File: src/rtl/gpio_ctrl_if.sv
// MMIO slot bus shared by the peripherals: request strobes from the master,
// completion flags, read data and error status from the slave.
interface gpio_ctrl_if;
    logic        chip_select;
    logic        read;
    logic        write;
    logic        transaction_completed;
    logic [7:0]  addr;
    logic [31:0] wr_data;
    logic [31:0] rd_data;
    logic        wr_done;
    logic        rd_done;
    logic        idle;
    logic        slave_error;
    logic        decode_error;

    modport master (
        output chip_select, read, write, transaction_completed, addr, wr_data,
        input  rd_data, wr_done, rd_done, idle, slave_error, decode_error
    );

    modport slave (
        input  chip_select, read, write, transaction_completed, addr, wr_data,
        output rd_data, wr_done, rd_done, idle, slave_error, decode_error
    );
endinterface

File: src/rtl/gpio_ctrl.sv
// GPIO controller on an MMIO slot: output register with set/clear/toggle, synchronised
// inputs with edge-latched interrupt status. Define GPIO_DEBOUNCE_EN to add input debounce.
module gpio_ctrl #(
    parameter int NUM_INPUT       = 9,
    parameter int NUM_OUTPUT      = 4,
    parameter int DEBOUNCE_CYCLES = 16
) (
    input  logic                  clk,
    input  logic                  arst_n,
    gpio_ctrl_if.slave            bus,
    input  logic [NUM_INPUT-1:0]  in_ports,
    output logic [NUM_OUTPUT-1:0] out_ports,
    output logic                  irq
);
    localparam logic [7:0] A_OUT  = 8'h00;
    localparam logic [7:0] A_IN   = 8'h04;
    localparam logic [7:0] A_EN   = 8'h08;
    localparam logic [7:0] A_ST   = 8'h0C;
    localparam logic [7:0] A_EDGE = 8'h10;
    localparam logic [7:0] A_SET  = 8'h14;
    localparam logic [7:0] A_CLR  = 8'h18;
    localparam logic [7:0] A_TGL  = 8'h1C;

    if (NUM_INPUT < 1 || NUM_INPUT > 32 || NUM_OUTPUT < 1 || NUM_OUTPUT > 32 ||
        DEBOUNCE_CYCLES < 1) begin : g_param_check
        $error("gpio_ctrl: parameter out of range");
    end

    typedef enum logic [1:0] {S_IDLE, S_ACTIVE, S_DONE} state_t;
    state_t r_state, w_next;

    logic [7:0]            r_addr;
    logic [31:0]           r_wdata;
    logic                  r_is_write;
    logic [NUM_OUTPUT-1:0] r_out;
    logic [NUM_INPUT-1:0]  r_sync1, r_sync2, w_filt, r_prev;
    logic [NUM_INPUT-1:0]  r_irq_en, r_irq_st, r_edge_sel;
    logic [NUM_INPUT-1:0]  w_wdata_i, w_event, w_clr;
    logic [NUM_OUTPUT-1:0] w_wdata_o;
    logic [31:0]           r_rd_data;
    logic                  r_wr_done, r_rd_done, r_slv_err, r_dec_err, r_irq;
    logic                  w_req;
    logic                  w_unused;

    assign w_req     = bus.chip_select && (bus.read || bus.write);
    assign w_wdata_i = r_wdata[NUM_INPUT-1:0];
    assign w_wdata_o = r_wdata[NUM_OUTPUT-1:0];
    assign w_unused  = ^r_wdata;

    always_ff @(posedge clk or negedge arst_n) begin
        if (!arst_n) r_state <= S_IDLE;
        else         r_state <= w_next;
    end

    always_comb begin
        w_next = r_state;
        case (r_state)
            S_IDLE:   if (w_req) w_next = S_ACTIVE;
            S_ACTIVE: w_next = S_DONE;
            S_DONE:   if (bus.transaction_completed) w_next = S_IDLE;
            default:  w_next = S_IDLE;
        endcase
    end

    // Request is captured in IDLE so the master may drop it once accepted.
    always_ff @(posedge clk or negedge arst_n) begin
        if (!arst_n) begin
            r_addr     <= '0;
            r_wdata    <= '0;
            r_is_write <= 1'b0;
            r_out      <= '0;
            r_irq_en   <= '0;
            r_edge_sel <= '0;
            r_rd_data  <= '0;
            r_wr_done  <= 1'b0;
            r_rd_done  <= 1'b0;
            r_slv_err  <= 1'b0;
            r_dec_err  <= 1'b0;
        end else begin
            case (r_state)
                S_IDLE: if (w_req) begin
                    r_addr     <= bus.addr;
                    r_wdata    <= bus.wr_data;
                    r_is_write <= bus.write;
                end
                S_ACTIVE: begin
                    r_wr_done <= r_is_write;
                    r_rd_done <= !r_is_write;
                    if (r_is_write) begin
                        case (r_addr)
                            A_OUT:   r_out      <= w_wdata_o;
                            A_IN:    r_slv_err  <= 1'b1;
                            A_EN:    r_irq_en   <= w_wdata_i;
                            A_ST:    begin end
                            A_EDGE:  r_edge_sel <= w_wdata_i;
                            A_SET:   r_out      <= r_out | w_wdata_o;
                            A_CLR:   r_out      <= r_out & ~w_wdata_o;
                            A_TGL:   r_out      <= r_out ^ w_wdata_o;
                            default: r_dec_err  <= 1'b1;
                        endcase
                    end else begin
                        case (r_addr)
                            A_OUT:               r_rd_data <= 32'(r_out);
                            A_IN:                r_rd_data <= 32'(w_filt);
                            A_EN:                r_rd_data <= 32'(r_irq_en);
                            A_ST:                r_rd_data <= 32'(r_irq_st);
                            A_EDGE:              r_rd_data <= 32'(r_edge_sel);
                            A_SET, A_CLR, A_TGL: r_slv_err <= 1'b1;
                            default:             r_dec_err <= 1'b1;
                        endcase
                    end
                end
                S_DONE: if (bus.transaction_completed) begin
                    r_rd_data <= '0;
                    r_wr_done <= 1'b0;
                    r_rd_done <= 1'b0;
                    r_slv_err <= 1'b0;
                    r_dec_err <= 1'b0;
                end
                default: begin end
            endcase
        end
    end

`ifdef GPIO_DEBOUNCE_EN
    localparam int               CNT_W    = $clog2(DEBOUNCE_CYCLES + 1);
    localparam logic [CNT_W-1:0] CNT_LAST = CNT_W'(DEBOUNCE_CYCLES - 1);

    logic [CNT_W-1:0]     r_cnt [NUM_INPUT];
    logic [NUM_INPUT-1:0] r_filt;

    always_ff @(posedge clk or negedge arst_n) begin
        if (!arst_n) begin
            r_filt <= '0;
            for (int i = 0; i < NUM_INPUT; i++) r_cnt[i] <= '0;
        end else begin
            for (int i = 0; i < NUM_INPUT; i++) begin
                if (r_sync2[i] == r_filt[i]) begin
                    r_cnt[i] <= '0;
                end else if (r_cnt[i] == CNT_LAST) begin
                    r_filt[i] <= r_sync2[i];
                    r_cnt[i]  <= '0;
                end else begin
                    r_cnt[i] <= r_cnt[i] + 1'b1;
                end
            end
        end
    end

    assign w_filt = r_filt;
`else
    assign w_filt = r_sync2;
`endif

    // Events compare the filtered value against its previous-cycle copy.
    assign w_event = (w_filt & ~r_prev & r_edge_sel) | (~w_filt & r_prev & ~r_edge_sel);
    assign w_clr   = (r_state == S_ACTIVE && r_is_write && r_addr == A_ST) ? w_wdata_i : '0;

    always_ff @(posedge clk or negedge arst_n) begin
        if (!arst_n) begin
            r_sync1  <= '0;
            r_sync2  <= '0;
            r_prev   <= '0;
            r_irq_st <= '0;
            r_irq    <= 1'b0;
        end else begin
            r_sync1  <= in_ports;
            r_sync2  <= r_sync1;
            r_prev   <= w_filt;
            r_irq_st <= (r_irq_st & ~w_clr) | w_event;
            r_irq    <= |(r_irq_st & r_irq_en);
        end
    end

    assign bus.rd_data      = r_rd_data;
    assign bus.wr_done      = r_wr_done;
    assign bus.rd_done      = r_rd_done;
    assign bus.slave_error  = r_slv_err;
    assign bus.decode_error = r_dec_err;
    assign bus.idle         = (r_state == S_IDLE);
    assign out_ports        = r_out;
    assign irq              = r_irq;
endmodule

File: src/flat_wrapper.sv
// flat-port wrapper written by rule: the top's interface ports become plain ports
module gpio_ctrl_flat 
#(
    parameter int NUM_INPUT       = 9,
    parameter int NUM_OUTPUT      = 4,
    parameter int DEBOUNCE_CYCLES = 16
)
  (clk, arst_n, in_ports, out_ports, irq, bus_chip_select, bus_read, bus_write, bus_transaction_completed, bus_addr, bus_wr_data, bus_rd_data, bus_wr_done, bus_rd_done, bus_idle, bus_slave_error, bus_decode_error);
  gpio_ctrl_if bus_i ();
  input  logic clk;
  input  logic arst_n;
  input  logic [NUM_INPUT-1:0] in_ports;
  output logic [NUM_OUTPUT-1:0] out_ports;
  output logic irq;
  input wire logic [$bits(bus_i.chip_select)-1:0] bus_chip_select;
  input wire logic [$bits(bus_i.read)-1:0] bus_read;
  input wire logic [$bits(bus_i.write)-1:0] bus_write;
  input wire logic [$bits(bus_i.transaction_completed)-1:0] bus_transaction_completed;
  input wire logic [$bits(bus_i.addr)-1:0] bus_addr;
  input wire logic [$bits(bus_i.wr_data)-1:0] bus_wr_data;
  output wire logic [$bits(bus_i.rd_data)-1:0] bus_rd_data;
  output wire logic [$bits(bus_i.wr_done)-1:0] bus_wr_done;
  output wire logic [$bits(bus_i.rd_done)-1:0] bus_rd_done;
  output wire logic [$bits(bus_i.idle)-1:0] bus_idle;
  output wire logic [$bits(bus_i.slave_error)-1:0] bus_slave_error;
  output wire logic [$bits(bus_i.decode_error)-1:0] bus_decode_error;
  assign bus_i.chip_select = bus_chip_select;
  assign bus_i.read = bus_read;
  assign bus_i.write = bus_write;
  assign bus_i.transaction_completed = bus_transaction_completed;
  assign bus_i.addr = bus_addr;
  assign bus_i.wr_data = bus_wr_data;
  assign bus_rd_data = bus_i.rd_data;
  assign bus_wr_done = bus_i.wr_done;
  assign bus_rd_done = bus_i.rd_done;
  assign bus_idle = bus_i.idle;
  assign bus_slave_error = bus_i.slave_error;
  assign bus_decode_error = bus_i.decode_error;
  gpio_ctrl #(.NUM_INPUT(NUM_INPUT), .NUM_OUTPUT(NUM_OUTPUT), .DEBOUNCE_CYCLES(DEBOUNCE_CYCLES)) u_core (.clk(clk), .arst_n(arst_n), .bus(bus_i), .in_ports(in_ports), .out_ports(out_ports), .irq(irq));
endmodule
File: config.mk
export PLATFORM = sky130hd
export DESIGN_NAME = gpio_ctrl_flat
export DESIGN_NICKNAME = d
export VERILOG_FILES = /design/src/rtl/gpio_ctrl_if.sv /design/src/rtl/gpio_ctrl.sv /design/src/flat_wrapper.sv
export SDC_FILE = /design/constraint.sdc
export NUM_CORES = 1
export LEC_CHECK = 0
export ABC_AREA = 1
export CAP_MARGIN = 20
export CORE_MARGIN = 1.5
export CORE_UTILIZATION = 56
export CTS_BUF_LIST = sky130_fd_sc_hd__clkbuf_2
export CTS_CLUSTER_SIZE = 14
export DETAILED_ROUTE_END_ITERATION = 12
export GPL_TIMING_DRIVEN = 0
export MAX_ROUTING_LAYER = met4
export PLACE_DENSITY = 0.89
export SLEW_MARGIN = 20
export SYNTH_ARGS = -nofsm -noshare
export SYNTH_HDL_FRONTEND = slang
export SYNTH_SLANG_ARGS = --single-unit
File: constraint.sdc
create_clock -name clk -period 4.1 [get_ports clk]
set_input_delay 0.82 -clock clk [delete_from_list [all_inputs] [get_ports clk]]
set_output_delay 0.82 -clock clk [all_outputs]
set_load 0.02 [all_outputs]
==> metrics.yaml <==
floorplanning:
  die-area_mm2: 0.008426
  io_pins: 97
  die_y_um: 91.80
  fp-row-count: 32
  fp.dieW_um: 91.80
  fp.coreArea_mm2: 0.007687
  start_util_pct: 57.44
synth:
  syn-cell-area_mm2: 0.004415
  yosysWarnings: 0
  syn_inst: 487
  ys_ff_latch: 92
  syn_avg_cell_area_um2: 9.067
  synth_cell_types: 32
  ys_seq_area_share_pct: 52.14
sta:
  tightest_slew_ns: 0.6607
  setup_violations: 0
  rsz0062_at_grt: "no"
  max_freq_mhz: 383.9
  period_share_pct: 63.53
  report.final.slew_viol_count: 0
  relSlewSlack_pct: 55.95
  hold_viol: 0
  tns_ns: 0
  clock-skew-final_ns: 0.01635
  period_needed_ns: 2.605
routing:
  drt_iter0_markers: 302
  routedWlPerCell_um: 13.38
  via_per_inst: 5.170
  dr.pass1.iters: 4
  totalWireLength_um: 9075
  drc: 0
  dr_total_vias: 3505
  ant_nets: 0
worst_setup_path:
  crit_fanout: 3
  path_class: "flip-flop to primary output"
  worst_r2r_endpoint: "u_core.r_wdata[0]$_DFFE_PN0P_"
  arrival_ns: 1.78
  r2r_slack_ns: 2.33
  cp-end-kind: "primary output"
  critPathRequiredTime_ns: 3.28
  worstReg2RegStart: "u_core.r_state[0]$_DFFE_PN0P_"
  worstSetupStartpointType: "flip-flop"
  r2r_cells: 6
layout:
  num_antenna_cells: 0
  instances_no_fill: 678
  drive_gt1_share_pct: 15.45
  final_nets: 634
  syn_to_final_growth_pct: 19.21
  nFillCells: 611
  fin_util_pct: 68.47
cts:
  cts_hold_buf: 0
  clk_pin_slew_worst_paths_ns: 0.24
  root_buffer: "clkbuf_2"
  worstSkewPairLatency_ns: 0.57
  clock_path_buffers: 2
  htree_levels: 3
  cts_tree: "built"
  cts_resized: 0
  post_cts_buffers: 0
  clock-sinks: 92
  cts_made_buffers: 9
pwr:
  power_density_mw_per_mm2: 489.9
  max-vdd-ir-drop_mv: 0.3678
  leakage_nw: 2.559
  power_mw: 2.579
global_route:
  use_met3_pct: 3.814
  grt-busiest-layer: "met2"
  grtUsageTotal_pct: 23.95
  grt_pass1_vias: 3285
  grt_pass1_wl_um: 15270
  grt_max_degree: 62
  overflow: 0
  use_met2_pct: 39.30
  use_met1_pct: 28.58
  antenna_found_initial: 0
place:
  portBuffers: 50
  gp_congestion: 0.9412
  dp_hpwl_um: 6683
  place_inst: 662
job:
  max-cap-violations: 0
min_path:
  hold_class: "input pin to asynchronous set/reset pin"
run_status:
  status: "completed"
cells in the final DEF, fill, tap and decap left out, types with 3 or more instances in the layout:
cell / instances
inv_1: 33
clkbuf_1: 3
nor2_1: 16
dfrtp_1: 92
or2_0: 4
clkinv_1: 5
nand2_1: 135
nand3_1: 58
nand2_2: 4
clkbuf_2: 9
nor2_4: 4
nor2_8: 4
inv_2: 8
nand4_1: 7
o21ai_0: 26
ha_1: 8
clkdlybuf4s50_1: 49
nand2_4: 4
o21ai_1: 15
buf_2: 5
o211ai_1: 10
conb_1: 23
o21ai_2: 9
buf_4: 24
buf_6: 3
logic make-up (layout without fill, tap and decap cells):
kind of cell | after synthesis | after routing | synth area share [%]
AOI/OAI and AO/OA | 66 | 66 | 9.635
adders and majority gates | 8 | 8 | 2.267
buffers and inverters | 80 | 147 | 9.493
DFF | 92 | 92 | 52.14
other | 1 | 23 | 0.08493
and+or+nand+nor | 240 | 240 | 26.38
metal layers:
metal  wire length [µm]  up-vias
met5                  0        -
met4                270        0
met3                494       25
met2               4522      114
met1               3787     1654
li1                   -     1712
cells in the mapped netlist, drive strengths merged:
cell      n  share of area, %
or2       4              0.57
o211ai   12               2.3
ha        8               2.3
a221oi    2              0.40
a21oi     1              0.37
o21ai    50               6.4
inv      42               3.6
nand3    61               7.4
clkbuf    3              0.26
nand2   143                13
conb      1             0.085
nand4     7              0.99
dfrtp    92                52
nor2     25               4.3
o21a      1              0.17
buf      31               5.2
clkinv    4              0.37
worst max-delay path by stage:
| stage | start | endpoint | slack (ns) |
|---|---|---|---|
| CTS | u_core.r_state[0]$_DFFE_PN0P_ | bus_idle | 1.47 |
| floorplan | bus_transaction_completed | u_core.bus.rd_data[0]$_DFFE_PN0P_ | 2.51 |
| global placement | arst_n | u_core.r_sync1[4]$_DFF_PN0_ | -0.97 |
| finish | u_core.r_state[0]$_DFFE_PN0P_ | bus_idle | 1.50 |
| global route | u_core.r_state[0]$_DFFE_PN0P_ | bus_idle | 1.44 |
| detailed placement | bus_write | u_core.r_wdata[0]$_DFFE_PN0P_ | 1.66 |
metrics by stage:
step	instance area (µm²)	setup slack, ns	hold slack, ns
after floorplan	4498	2.509	0.3312
after global placement	5126	-0.9703	0.3314
after detailed placement	5151	1.663	0.3347
after CTS	5264	1.466	0.1533
after global routing	5264	1.439	0.1716
final	5264	1.495	0.1428
critical path, cell delays in order, from the launching register on:
cell and delay (ns):
dfrtp_1 0.46, nor2_1 0.15, clkdlybuf4s50_1 0.62
final cells by class:
cell class	instances	area [µm²]	area share (%)
sequential	92	2302	43.74
timing repair buffer	51	525.5	9.983
multi-input combinational	337	1777	33.75
tap	102	127.6	2.425
inverter	46	176.4	3.352
clock inverter	7	67.56	1.284
clock buffer	9	45.04	0.8557
buffer	34	242.7	4.611
registers in the layout, summed over array words and instances (netlist names), 8 cells and up:
register / count
u_core.bus.rd_data: 9
u_core.r_addr: 8
u_core.r_edge_sel: 9
u_core.r_irq_en: 9
u_core.r_irq_st: 9
u_core.r_prev: 9
u_core.r_sync1: 9
u_core.r_sync2: 9
u_core.r_wdata: 9
where the power goes:
| part | total, mW | switching, mW | internal, mW |
|---|---|---|---|
| Clock | 0.440 | 0.302 | 0.138 |
| Combinational | 0.961 | 0.613 | 0.348 |
| Sequential | 1.18 | 0.110 | 1.07 |
| Total | 2.58 | 1.03 | 1.55 |
No activity file was read; power rests on OpenSTA's default activity.
